## config.mk

```make
export PLATFORM = sky130hd
export DESIGN_NAME = pool_ctrl_flat
export DESIGN_NICKNAME = d
export VERILOG_FILES = /design/src/rtl/pool_pkg.sv /design/src/rtl/pool_ctrl_if.sv /design/src/rtl/pool_ctrl_watchdog.sv /design/src/rtl/pool_ctrl.sv /design/src/flat_wrapper.sv
export SDC_FILE = /design/constraint.sdc
export NUM_CORES = 1
export LEC_CHECK = 0
export ABC_AREA = 1
export CAP_MARGIN = 20
export CELL_PAD_IN_SITES_DETAIL_PLACEMENT = 1
export CELL_PAD_IN_SITES_GLOBAL_PLACEMENT = 2
export CORE_MARGIN = 2
export CORE_UTILIZATION = 32
export CTS_BUF_LIST = sky130_fd_sc_hd__clkbuf_4
export DETAILED_ROUTE_END_ITERATION = 8
export PLACE_DENSITY = 0.85
export SLEW_MARGIN = 15
export SYNTH_ARGS = -nofsm -noshare
export SYNTH_HDL_FRONTEND = slang
export SYNTH_SLANG_ARGS = --single-unit
```

## constraint.sdc

```tcl
create_clock -name clk -period 4.4 [get_ports clk]
set_clock_uncertainty 0.05 [all_clocks]
set_input_delay 1.1 -clock clk [delete_from_list [all_inputs] [get_ports clk]]
set_output_delay 1.1 -clock clk [all_outputs]
set_load 0.005 [all_outputs]
```

## src/rtl/pool_pkg.sv

```systemverilog
// Shared definitions for the pooling-stage sequencer: widths, state codes,
// legal kernel sizes and the latched per-layer configuration record.
package pool_pkg;

    localparam int MAX_BITS_POOL = 3;
    localparam int ROW_CNT_W     = 8;

    localparam logic [2:0] S_IDLE  = 3'd0;
    localparam logic [2:0] S_ARM   = 3'd1;
    localparam logic [2:0] S_RUN   = 3'd2;
    localparam logic [2:0] S_DRAIN = 3'd3;
    localparam logic [2:0] S_DONE  = 3'd4;

    localparam logic [MAX_BITS_POOL-1:0] KS_1 = MAX_BITS_POOL'(1);
    localparam logic [MAX_BITS_POOL-1:0] KS_2 = MAX_BITS_POOL'(2);
    localparam logic [MAX_BITS_POOL-1:0] KS_4 = MAX_BITS_POOL'(4);

    // target holds the resolved row count (0 already mapped to the tile size)
    typedef struct packed {
        logic                     enable;
        logic [MAX_BITS_POOL-1:0] kernel;
        logic [ROW_CNT_W-1:0]     target;
    } pool_cfg_t;

    function automatic logic kernel_legal(input logic [MAX_BITS_POOL-1:0] ks);
        return (ks == KS_1) || (ks == KS_2) || (ks == KS_4);
    endfunction

endpackage

```

## src/rtl/pool_ctrl_if.sv

```systemverilog
// Control/status bundle between the layer controller, the upstream row stream
// and the pooling sequencer. The sequencer uses the slave modport.
interface pool_ctrl_if;
    import pool_pkg::*;

    logic                     start;
    logic                     cfg_enable_pool;
    logic [MAX_BITS_POOL-1:0] cfg_kernel_size;
    logic [ROW_CNT_W-1:0]     cfg_num_rows;
    logic                     up_data_available;
    logic                     enable_pool;
    logic [MAX_BITS_POOL-1:0] kernel_size;
    logic                     in_data_available;
    logic                     busy;
    logic                     done;
    logic                     err_kernel;
    logic                     err_timeout;
    logic [ROW_CNT_W-1:0]     row_count;

    modport master (
        output start, cfg_enable_pool, cfg_kernel_size, cfg_num_rows, up_data_available,
        input  enable_pool, kernel_size, in_data_available, busy, done,
               err_kernel, err_timeout, row_count
    );

    modport slave (
        input  start, cfg_enable_pool, cfg_kernel_size, cfg_num_rows, up_data_available,
        output enable_pool, kernel_size, in_data_available, busy, done,
               err_kernel, err_timeout, row_count
    );
endinterface

```

## src/rtl/pool_ctrl_watchdog.sv

```systemverilog
// Stall counter for the pooling sequencer: fires on the TIMEOUT_CYCLES-th
// consecutive stalled cycle since the last accepted row.
module pool_ctrl_watchdog #(
    parameter int TIMEOUT_CYCLES = 256
) (
    input  logic clk,
    input  logic reset,
    input  logic clear,
    input  logic stall,
    output logic fire
);
    localparam int CNT_W = $clog2(TIMEOUT_CYCLES + 1);

    logic [CNT_W-1:0] cnt_reg;

    always_ff @(posedge clk or posedge reset) begin
        if (reset) begin
            cnt_reg <= '0;
        end else if (clear) begin
            cnt_reg <= '0;
        end else if (stall) begin
            cnt_reg <= cnt_reg + CNT_W'(1);
        end
    end

    assign fire = stall && !clear && (cnt_reg == CNT_W'(TIMEOUT_CYCLES - 1));
endmodule

```

## src/rtl/pool_ctrl.sv

```systemverilog
// Pooling-stage sequencer: latches layer config on start, gates upstream rows
// into the datapath, drains one cycle, then pulses done. Define
// POOL_CTRL_TIMEOUT_EN to add the stall watchdog and err_timeout.
module pool_ctrl
    import pool_pkg::*;
#(
    parameter int MAT_MUL_SIZE = 8
`ifdef POOL_CTRL_TIMEOUT_EN
    , parameter int TIMEOUT_CYCLES = 256
`endif
) (
    input  logic        clk,
    input  logic        reset,
    pool_ctrl_if.slave  bus
);
    logic [2:0]           state_reg, state_next;
    pool_cfg_t            cfg_reg;
    logic [ROW_CNT_W-1:0] row_count_reg;
    logic                 err_kernel_reg;
    logic                 last_in_reg;
    logic                 active, row_accept, last_row, start_accept, bad_kernel, stall_fire;

    assign active       = (state_reg == S_ARM) || (state_reg == S_RUN);
    assign start_accept = (state_reg == S_IDLE) && bus.start;
    assign bad_kernel   = bus.cfg_enable_pool && !kernel_legal(bus.cfg_kernel_size);
    // the compare against target keeps the counter saturated, never wrapping
    assign row_accept   = active && bus.up_data_available && (row_count_reg < cfg_reg.target);
    assign last_row     = row_accept && ((row_count_reg + ROW_CNT_W'(1)) == cfg_reg.target);

`ifdef POOL_CTRL_TIMEOUT_EN
    logic err_timeout_reg;

    pool_ctrl_watchdog #(.TIMEOUT_CYCLES(TIMEOUT_CYCLES)) u_watchdog (
        .clk   (clk),
        .reset (reset),
        .clear (!active || row_accept),
        .stall (active && !bus.up_data_available),
        .fire  (stall_fire)
    );

    always_ff @(posedge clk or posedge reset) begin
        if (reset) begin
            err_timeout_reg <= 1'b0;
        end else if (start_accept) begin
            err_timeout_reg <= 1'b0;
        end else if (stall_fire) begin
            err_timeout_reg <= 1'b1;
        end
    end

    assign bus.err_timeout = err_timeout_reg;
`else
    assign stall_fire      = 1'b0;
    assign bus.err_timeout = 1'b0;
`endif

    always_comb begin
        state_next = state_reg;
        case (state_reg)
            S_IDLE: begin
                if (bus.start) begin
                    state_next = bad_kernel ? S_DONE : S_ARM;
                end
            end
            S_ARM, S_RUN: begin
                if (last_row) begin
                    state_next = S_DRAIN;
                end else if (stall_fire) begin
                    state_next = S_DONE;
                end else if (row_accept) begin
                    state_next = S_RUN;
                end
            end
            S_DRAIN: state_next = S_DONE;
            default: state_next = S_IDLE;
        endcase
    end

    always_ff @(posedge clk or posedge reset) begin
        if (reset) begin
            state_reg      <= S_IDLE;
            cfg_reg        <= '0;
            row_count_reg  <= '0;
            err_kernel_reg <= 1'b0;
            last_in_reg    <= 1'b0;
        end else begin
            state_reg <= state_next;
            if (start_accept) begin
                cfg_reg.enable <= bus.cfg_enable_pool;
                cfg_reg.kernel <= bus.cfg_kernel_size;
                cfg_reg.target <= (bus.cfg_num_rows == '0) ? ROW_CNT_W'(MAT_MUL_SIZE)
                                                           : bus.cfg_num_rows;
                row_count_reg  <= '0;
                err_kernel_reg <= bad_kernel;
            end else if (row_accept) begin
                row_count_reg <= row_count_reg + ROW_CNT_W'(1);
            end
            if (active) begin
                last_in_reg <= bus.up_data_available;
            end
        end
    end

    // DRAIN replays the last gated valid so the datapath output register settles
    assign bus.in_data_available = active ? bus.up_data_available
                                 : ((state_reg == S_DRAIN) ? last_in_reg : 1'b0);
    assign bus.enable_pool = cfg_reg.enable && (active || (state_reg == S_DRAIN));
    assign bus.kernel_size = cfg_reg.kernel;
    assign bus.busy        = (state_reg != S_IDLE);
    assign bus.done        = (state_reg == S_DONE);
    assign bus.err_kernel  = err_kernel_reg;
    assign bus.row_count   = row_count_reg;
endmodule
```

## src/flat_wrapper.sv

```systemverilog
// flat-port wrapper written by rule: the top's interface ports become plain ports
module pool_ctrl_flat import pool_pkg::*;
#(
    parameter int MAT_MUL_SIZE = 8

)
  (clk, reset, bus_start, bus_cfg_enable_pool, bus_cfg_kernel_size, bus_cfg_num_rows, bus_up_data_available, bus_enable_pool, bus_kernel_size, bus_in_data_available, bus_busy, bus_done, bus_err_kernel, bus_err_timeout, bus_row_count);
  pool_ctrl_if bus_i ();
  input  logic clk;
  input  logic reset;
  input wire logic [$bits(bus_i.start)-1:0] bus_start;
  input wire logic [$bits(bus_i.cfg_enable_pool)-1:0] bus_cfg_enable_pool;
  input wire logic [$bits(bus_i.cfg_kernel_size)-1:0] bus_cfg_kernel_size;
  input wire logic [$bits(bus_i.cfg_num_rows)-1:0] bus_cfg_num_rows;
  input wire logic [$bits(bus_i.up_data_available)-1:0] bus_up_data_available;
  output wire logic [$bits(bus_i.enable_pool)-1:0] bus_enable_pool;
  output wire logic [$bits(bus_i.kernel_size)-1:0] bus_kernel_size;
  output wire logic [$bits(bus_i.in_data_available)-1:0] bus_in_data_available;
  output wire logic [$bits(bus_i.busy)-1:0] bus_busy;
  output wire logic [$bits(bus_i.done)-1:0] bus_done;
  output wire logic [$bits(bus_i.err_kernel)-1:0] bus_err_kernel;
  output wire logic [$bits(bus_i.err_timeout)-1:0] bus_err_timeout;
  output wire logic [$bits(bus_i.row_count)-1:0] bus_row_count;
  assign bus_i.start = bus_start;
  assign bus_i.cfg_enable_pool = bus_cfg_enable_pool;
  assign bus_i.cfg_kernel_size = bus_cfg_kernel_size;
  assign bus_i.cfg_num_rows = bus_cfg_num_rows;
  assign bus_i.up_data_available = bus_up_data_available;
  assign bus_enable_pool = bus_i.enable_pool;
  assign bus_kernel_size = bus_i.kernel_size;
  assign bus_in_data_available = bus_i.in_data_available;
  assign bus_busy = bus_i.busy;
  assign bus_done = bus_i.done;
  assign bus_err_kernel = bus_i.err_kernel;
  assign bus_err_timeout = bus_i.err_timeout;
  assign bus_row_count = bus_i.row_count;
  pool_ctrl #(.MAT_MUL_SIZE(MAT_MUL_SIZE)) u_core (.clk(clk), .reset(reset), .bus(bus_i));
endmodule
```

After elaboration in Yosys (flattened, before gate mapping)
Index checks and enable logic that the tools add are counted.
{"block": "op_classes", "addsub": 1, "magnitude_cmp": 1, "eq_ne": 10, "n_mux": 10, "n_reduce_logical": 17}
{"operator": "2-to-1 mux 8 bit", "n": 3}
{"operator": "2-to-1 mux 3 bit", "n": 4}
{"operator": "equality test 3 x 2 -> 1 bit, second input constant", "n": 3}
{"operator": "case mux 3 bit (3 select lines)", "n": 1}
{"operator": "adder 8 x 1 -> 8 bit, second input constant", "n": 1}
{"operator": "equality test 8 bit", "n": 1}
{"operator": "zero test 8 bit", "n": 1}
{"operator": "less-than comparator 8 bit", "n": 1}
{"operator": "equality test 3 x 1 -> 1 bit, second input constant", "n": 2}
{"operator": "equality test 3 bit, second input constant", "n": 2}
{"operator": "logical AND 1 bit", "n": 6}
{"operator": "logical OR 1 bit", "n": 4}
{"operator": "zero test 3 bit", "n": 1}
{"operator": "!= test 3 x 1 -> 1 bit, second input constant", "n": 1}
{"operator": "nonzero test 3 bit", "n": 1}
{"operator": "2-to-1 mux 1 bit", "n": 2}
{"operator": "!= test 2 bit, second input constant", "n": 1}
{"operator": "AND reduction 2 bit", "n": 1}
{"operator": "nonzero test 2 bit", "n": 1}
{"operator": "OR reduction 2 bit", "n": 1}
{"operator": "zero test 1 bit", "n": 1}
{"block": "totals", "regBits": 25, "elab_cells": 46}

Depth between registers and ports, before layout
Gate-level depths: netlist of the first run.
{"block": "depth", "ltp_word": 8, "depth_mapped": 13, "depth_no_buf": 13}

Worst setup path before layout of the first run
OpenSTA, ideal clock, no wires.
{"block": "synth_path", "path_kind": "input -> output", "from": "input port bus_up_data_available", "to": "output port bus_in_data_available", "arrival_time_ps": 1296, "path_slack_ps": 1954, "cell_stages": 2, "n_path_buf": 0, "path_cell_list": "nand4_4 > o21ai_0"}
{"block": "synth_via", "elab_chain_cells": 1}
{"element": "start, declared", "line": "flat_wrapper.sv:15", "text": "input wire logic [$bits(bus_i.up_data_available)-1:0] bus_up_data_available;"}
{"element": "2-to-1 mux 1 bit", "line": "pool_ctrl.sv:105", "text": "assign bus.in_data_available = active ? bus.up_data_available"}
{"element": "end, declared", "line": "flat_wrapper.sv:18", "text": "output wire logic [$bits(bus_i.in_data_available)-1:0] bus_in_data_available;"}
No other way between the ends.

Worst setup path in the final report of the first run
Same ends and word-level chain as after synthesis.

==> results.cfg, run 1 <==
[detailed_routing]
vias = 1500
dr.pass1.iters = 4
post-route-drc-count = 0
viasPerCell = 4.67
wl_um = 4110
wirelength_met1_um = 2070
wire_per_inst_um = 12.8
dr_wl_met3_um = 122
highest_layer = met4
wl_met2_um = 1900
first_iter_violations = 43
ant_nets = 0

[final_layout]
largest_reg_flops = 9
regArea_sq_um = 626
fillCellCount = 667
fin_nets = 277
area_delta_synth_final_pct = 23.8
drive_gt1_share_pct = 8.37
diodes = 0
multi_input_area_sq_um = 828

[logic_synthesis]
synth-xor-area-share_pct = 0
synth.avg_cell_area_sq_um = 7.41
syn_nets = 246
synthAdderAreaFrac_pct = 6.88
muxShareOfSynthArea_pct = 1.83
synth_area_sq_um = 1640
synth-simple-area-share_pct = 32.5
synth_cells = 221
synth_compound_area_share_pct = 9.09
yosysSeqAreaShare_pct = 38.2
ys_ff_latch = 25
synth.distinct_cells = 27
ys_warn_count = 0
synth_top_family_by_area = simple AND/OR/NAND/NOR gates

[worst_setup_path]
critical_path_required_ps = 3250
critPathBufInv = 2
cp.arrival_ps = 2340
path_cells = clkdlybuf4s50_1, nand4_4, o21ai_0, clkdlybuf4s50_1
crit_family = buffers and inverters
cp_slowest_cell = clkdlybuf4s50_1
path_class = input port to output pin
reg2reg_slack_ps = 2530
slowest_delay_ps = 520
cpMostUsedCell = clkdlybuf4s50_1
cp-start-kind = input port
end_kind = output pin
path_max_fanout = 3

[clocking]
cts_htree_levels = 1
cts_hold_buf = 0
clockBufferDepth = 2
clock-root-buffer = clkbuf_4
clk_latency_ps = 330
ctsResizeCount = 0
clkSinkCount = 25
cts_tree = built
cts_setup_buffers = 0
cts_buffers = 3
path_clk_slew_ps = 140

[floorplanning]
die_h_um = 75.5
rows = 26
ioPinCount = 33
die_width_um = 75.5
core_sq_um = 5010
start_util_pct = 32.7
dieArea_sq_um = 5710

[timing]
final_max_slew_viol_count = 0
final.period_utilization_pct = 79.3
fmax_ghz = 0.286
rsz0062_at_grt = no
worst_pin_slew_ps = 577
finalSetupTns_ps = 0
fin_crit_ps = 3490
hold_viol = 0
hold_ws_ps = 443
relSlewSlack_pct = 61.5
setup_viol = 0
fin_ws_ps = 909

[run_status]
status = finished clean

[power]
power_density_nw_per_um2 = 593
netSwitchingFraction_pct = 44.3
leakage_nw = 1.01
ir_worst_vdd_mv = 0.245
p_int_mw = 0.669
pwr-share-clk_pct = 9.7
p_comb_share_pct = 56.1
p_sw_mw = 0.533
seqPwrFrac_pct = 34.1

[place]
dp_hpwl_um = 3150
pre_cts_ws_ps = 902
gp_congestion = 0.789
port_buffers = 31

[global_routing]
antenna_found_initial = 0
grt_max_degree = 27
first_global_vias = 1478
grt_pass1_wl_um = 6960
track_usage_pct = 16.1
grt_overflow_total = 0

[run]
cap_violations = 0

[min_path]
hold_class = flop to flop
==> cells by family after synthesis <==
group / Yosys count
simple gates: 115
buf+inv: 41
compound gates: 28
flops: 25
fa+ha+maj: 9
mux: 2
other cells: 1
==> metal layers <==
layer	vias up	track usage, %
met5	-	0
met4	0	4.09
li1	761	-
met2	27	25.2
met3	2	2.25
met1	710	23.5
==> cells in the mapped netlist <==
cell type  count  area share [%]
o21ai_1        7             2.1
mux2_4         2             1.8
nand4_4        1             1.3
nor2_1        13             3.0
ha_1           9             6.9
o22ai_1        2            0.76
inv_2          1            0.23
nand2_4        1            0.69
o21ai_0        7             2.1
conb_1         1            0.23
o21ai_2        1            0.53
o21bai_1       1            0.46
buf_4          4             1.8
nand2_1       63              14
dfrtp_1       25              38
a21oi_1       10             3.1
nor2_2         3             1.1
and3_2         1            0.46
nand2_2        3             1.1
inv_1         34             7.8
nand4_1        2            0.76
nor2_4         2             1.4
buf_6          2             1.4
nor4_1         1            0.38
nand3_1       23             7.0
nor3_1         1            0.31
or2_4          1            0.53
==> metrics by stage <==
step	std cells	total power [mW]	cell area, sq um	utilization (%)
floorplan	221	0.864	1640	-
global placement	316	1.08	1980	39.6
detailed placement	316	1.10	1980	39.6
CTS	320	1.22	2010	40.2
global route	321	1.34	2030	40.5
finish	321	1.20	2030	40.5
==> layout by cell type, fill, tap and decap left out <==
master / netlist / layout
a21oi_1: 10 / 10
and3_2: 1 / 1
buf_8: 0 / 1
clkbuf_4: 0 / 4
clkdlybuf4s50_1: 0 / 31
conb_1: 1 / 1
dfrtp_1: 25 / 25
ha_1: 9 / 9
inv_1: 34 / 34
inv_2: 1 / 1
mux2_4: 2 / 2
nand2_1: 63 / 63
nand2_2: 3 / 3
nand2_4: 1 / 1
nand3_1: 23 / 23
nand4_1: 2 / 2
nand4_4: 1 / 1
nor2_1: 13 / 13
nor2_2: 3 / 3
nor2_4: 2 / 2
nor3_1: 1 / 1
nor4_1: 1 / 1
o21ai_0: 7 / 7
o21ai_1: 7 / 7
o21ai_2: 1 / 1
o21bai_1: 1 / 1
o22ai_1: 2 / 2
or2_4: 1 / 1
==> worst reg2reg max path, stage by stage (launching register included) <==
cell      delay, ps
dfrtp_1         480
ha_1            320
inv_1            40
o21bai_1        140
nand2_1          80
nand2_1          70
nand2_1          70
nand2_2         180
inv_1           160
nand3_1          90
o21ai_0          70
==> worst paths after layout <==
path,start,endpoint,cells after the start
max,bus_up_data_available,bus_in_data_available,4
min,u_core.last_in_reg$_DFFE_PP0P_,u_core.last_in_reg$_DFFE_PP0P_,2
max reg2reg,u_core.bus.row_count[1]$_DFFE_PP0P_,u_core.bus.row_count[7]$_DFFE_PP0P_,10
min reg2reg,u_core.last_in_reg$_DFFE_PP0P_,u_core.last_in_reg$_DFFE_PP0P_,2
max in group asynchronous,reset,u_core.cfg_reg[7]$_DFFE_PP0P_,3
min in group asynchronous,reset,u_core.cfg_reg[6]$_DFFE_PP0P_,2
==> area by class of cell <==
cell class                 count  area share, %
clock buffer                   4           1.48
inverter                      35           6.48
multi-input combinational    155           40.8
sequential                    25           30.8
tap                           70           4.32
timing repair buffer          32           16.0
==> power by group through the flow <==
stage	logic, mW	registers [mW]	clock network (mW)
finish	0.675	0.410	0.117
global route	0.780	0.429	0.130
CTS	0.688	0.413	0.121
detailed placement	0.684	0.416	0
global placement	0.667	0.414	0
floorplan	0.466	0.398	0
Power figures use the tool's default switching activity.
==> run 2, diff against run 1 <==
--- a/config.mk
+++ b/config.mk
@@ -10,10 +10,10 @@
 export CELL_PAD_IN_SITES_DETAIL_PLACEMENT = 1
 export CELL_PAD_IN_SITES_GLOBAL_PLACEMENT = 2
 export CORE_MARGIN = 2
-export CORE_UTILIZATION = 32
+export CORE_UTILIZATION = 30
 export CTS_BUF_LIST = sky130_fd_sc_hd__clkbuf_4
 export DETAILED_ROUTE_END_ITERATION = 8
-export PLACE_DENSITY = 0.85
+export PLACE_DENSITY = 0.8
 export SLEW_MARGIN = 15
 export SYNTH_ARGS = -nofsm -noshare
 export SYNTH_HDL_FRONTEND = slang
==> constraint.sdc (replaced) <==
create_clock -name clk -period 3.6 [get_ports clk]
set_clock_uncertainty 0.05 [all_clocks]
set_input_delay 0.9 -clock clk [delete_from_list [all_inputs] [get_ports clk]]
set_output_delay 0.9 -clock clk [all_outputs]
set_load 0.005 [all_outputs]
==> run 2 against run 1 <==
  * Critical path depth unchanged
  * Final cell count unchanged
  * Utilization down 1.4 points
  * Critical endpoint unchanged
  * Clock-buffer cell count unchanged
  * Highest routed layer is now met3
==> results.cfg, run 2 (same netlist as run 1, synthesis figures left out) <==
[clocking]
clkSinkCount = 25
path_clk_slew_ps = 140
cts_tree = built
clock-root-buffer = clkbuf_4
clockBufferDepth = 2
cts_hold_buf = 0
cts_buffers = 3
clk_latency_ps = 320
cts_setup_buffers = 0
ctsResizeCount = 0
cts_htree_levels = 1

[worst_setup_path]
worstReg2RegEnd = u_core.bus.row_count[0]$_DFFE_PP0P_
end_kind = output pin
reg2reg_slack_ps = 1700
cp-start-kind = input port
path_class = input port to output pin
reg2reg_from = u_core.bus.row_count[0]$_DFFE_PP0P_
worstRegToRegCells = 10
path_max_fanout = 3
critical_path_required_ps = 2650
cp.arrival_ps = 2130
setup.worst_path.start = bus_up_data_available

[final_layout]
area_delta_synth_final_pct = 23.4
fillCellCount = 655
fin_nets = 277
diodes = 0
drive_gt1_share_pct = 8.37
largest_reg_flops = 9
final_cell_mix = nand2_1 (63), inv_1 (34), clkdlybuf4s50_1 (31), dfrtp_1 (25), nand3_1 (23)
final_common_cell = nand2_1

[place]
dp_hpwl_um = 3200
port_buffers = 31
pre_cts_ws_ps = 503
gp_congestion = 0.727

[detailed_routing]
post-route-drc-count = 0
first_iter_violations = 48
viasPerCell = 4.64
wire_per_inst_um = 12.5
dr.pass1.iters = 4
vias = 1490
wl_um = 4020
ant_nets = 0

[floorplanning]
rows = 26
dieArea_sq_um = 6070
die_h_um = 77.9
start_util_pct = 31.7
core_sq_um = 5170
die_width_um = 77.9
ioPinCount = 33

[run_status]
status = finished clean

[global_routing]
track_usage_pct = 14.2
grt_overflow_total = 0
antenna_found_initial = 0
grt_pass1_wl_um = 6980
grt_max_degree = 27
first_global_vias = 1535

[min_path]
holdPathEnd = u_core.cfg_reg[5]$_DFFE_PP0P_
hold_depth = 2
hold_class = flop to flop
hp-start = u_core.cfg_reg[5]$_DFFE_PP0P_

[run]
cap_violations = 0

[power]
leakage_nw = 1.01
power_density_nw_per_um2 = 726
ir_worst_vdd_mv = 0.239

[timing]
final_max_slew_viol_count = 0
hold_viol = 0
fin_ws_ps = 516
rsz0062_at_grt = no
fin_crit_ps = 3080
fmax_ghz = 0.324
hold_ws_ps = 456
final.period_utilization_pct = 85.7
finalSetupTns_ps = 0
setup_viol = 0
## run 2: cell count changes in the layout (fill, tap and decap cells not counted)
cell / previous run / this run
buf_8: 1 / 0
buf_4: 0 / 1
## run 2: final cells by class
cell class,instances,area [sq um],share of cell area (%)
clock buffers,4,30.0,1.49
inverters,35,131,6.50
multi-input cells,155,828,41.0
flip-flops and latches,25,626,31.0
well taps,70,87.6,4.33
repair buffers,32,318,15.7
## run 2: power by group
part           total (mW)  internal, mW  switching [mW]
Sequential          0.507         0.399           0.108
Combinational       0.822         0.367           0.455
Clock               0.139        0.0508          0.0881
## run 2: worst max-delay path, stage by stage
cell and delay (ps):
clkdlybuf4s50_1 510, nand4_4 120, o21ai_0 90, clkdlybuf4s50_1 520
## run 2: worst max-delay path by stage
stage | endpoint | slack (ps) | depth (start not counted)
4_1_cts | bus_in_data_available | 500 | 4
2_1_floorplan | bus_in_data_available | 1550 | 2
3_3_place_gp | bus_in_data_available | 520 | 4
3_5_place_dp | bus_in_data_available | 500 | 4
6_report | bus_in_data_available | 520 | 4
5_1_grt | bus_in_data_available | 430 | 4
## run 2: routing by layer
layer,vias up,part of all wire [%],global-route usage [%]
met3,0,2.7,1.51
li1,763,-,-
met5,-,0,0
met4,0,0,2.68
met2,26,46,23.1
met1,701,52,20.4
## run 2: through the flow
stage / instance area (sq um) / power (mW) / std cells / util (%)
6_report: 2020 / 1.47 / 321 / 39.1
5_1_grt: 2020 / 1.64 / 321 / 39.1
4_1_cts: 2020 / 1.49 / 321 / 39.1
3_5_place_dp: 1990 / 1.35 / 317 / 38.5
3_3_place_gp: 1990 / 1.33 / 317 / 38.5
2_1_floorplan: 1640 / 1.06 / 221 / -
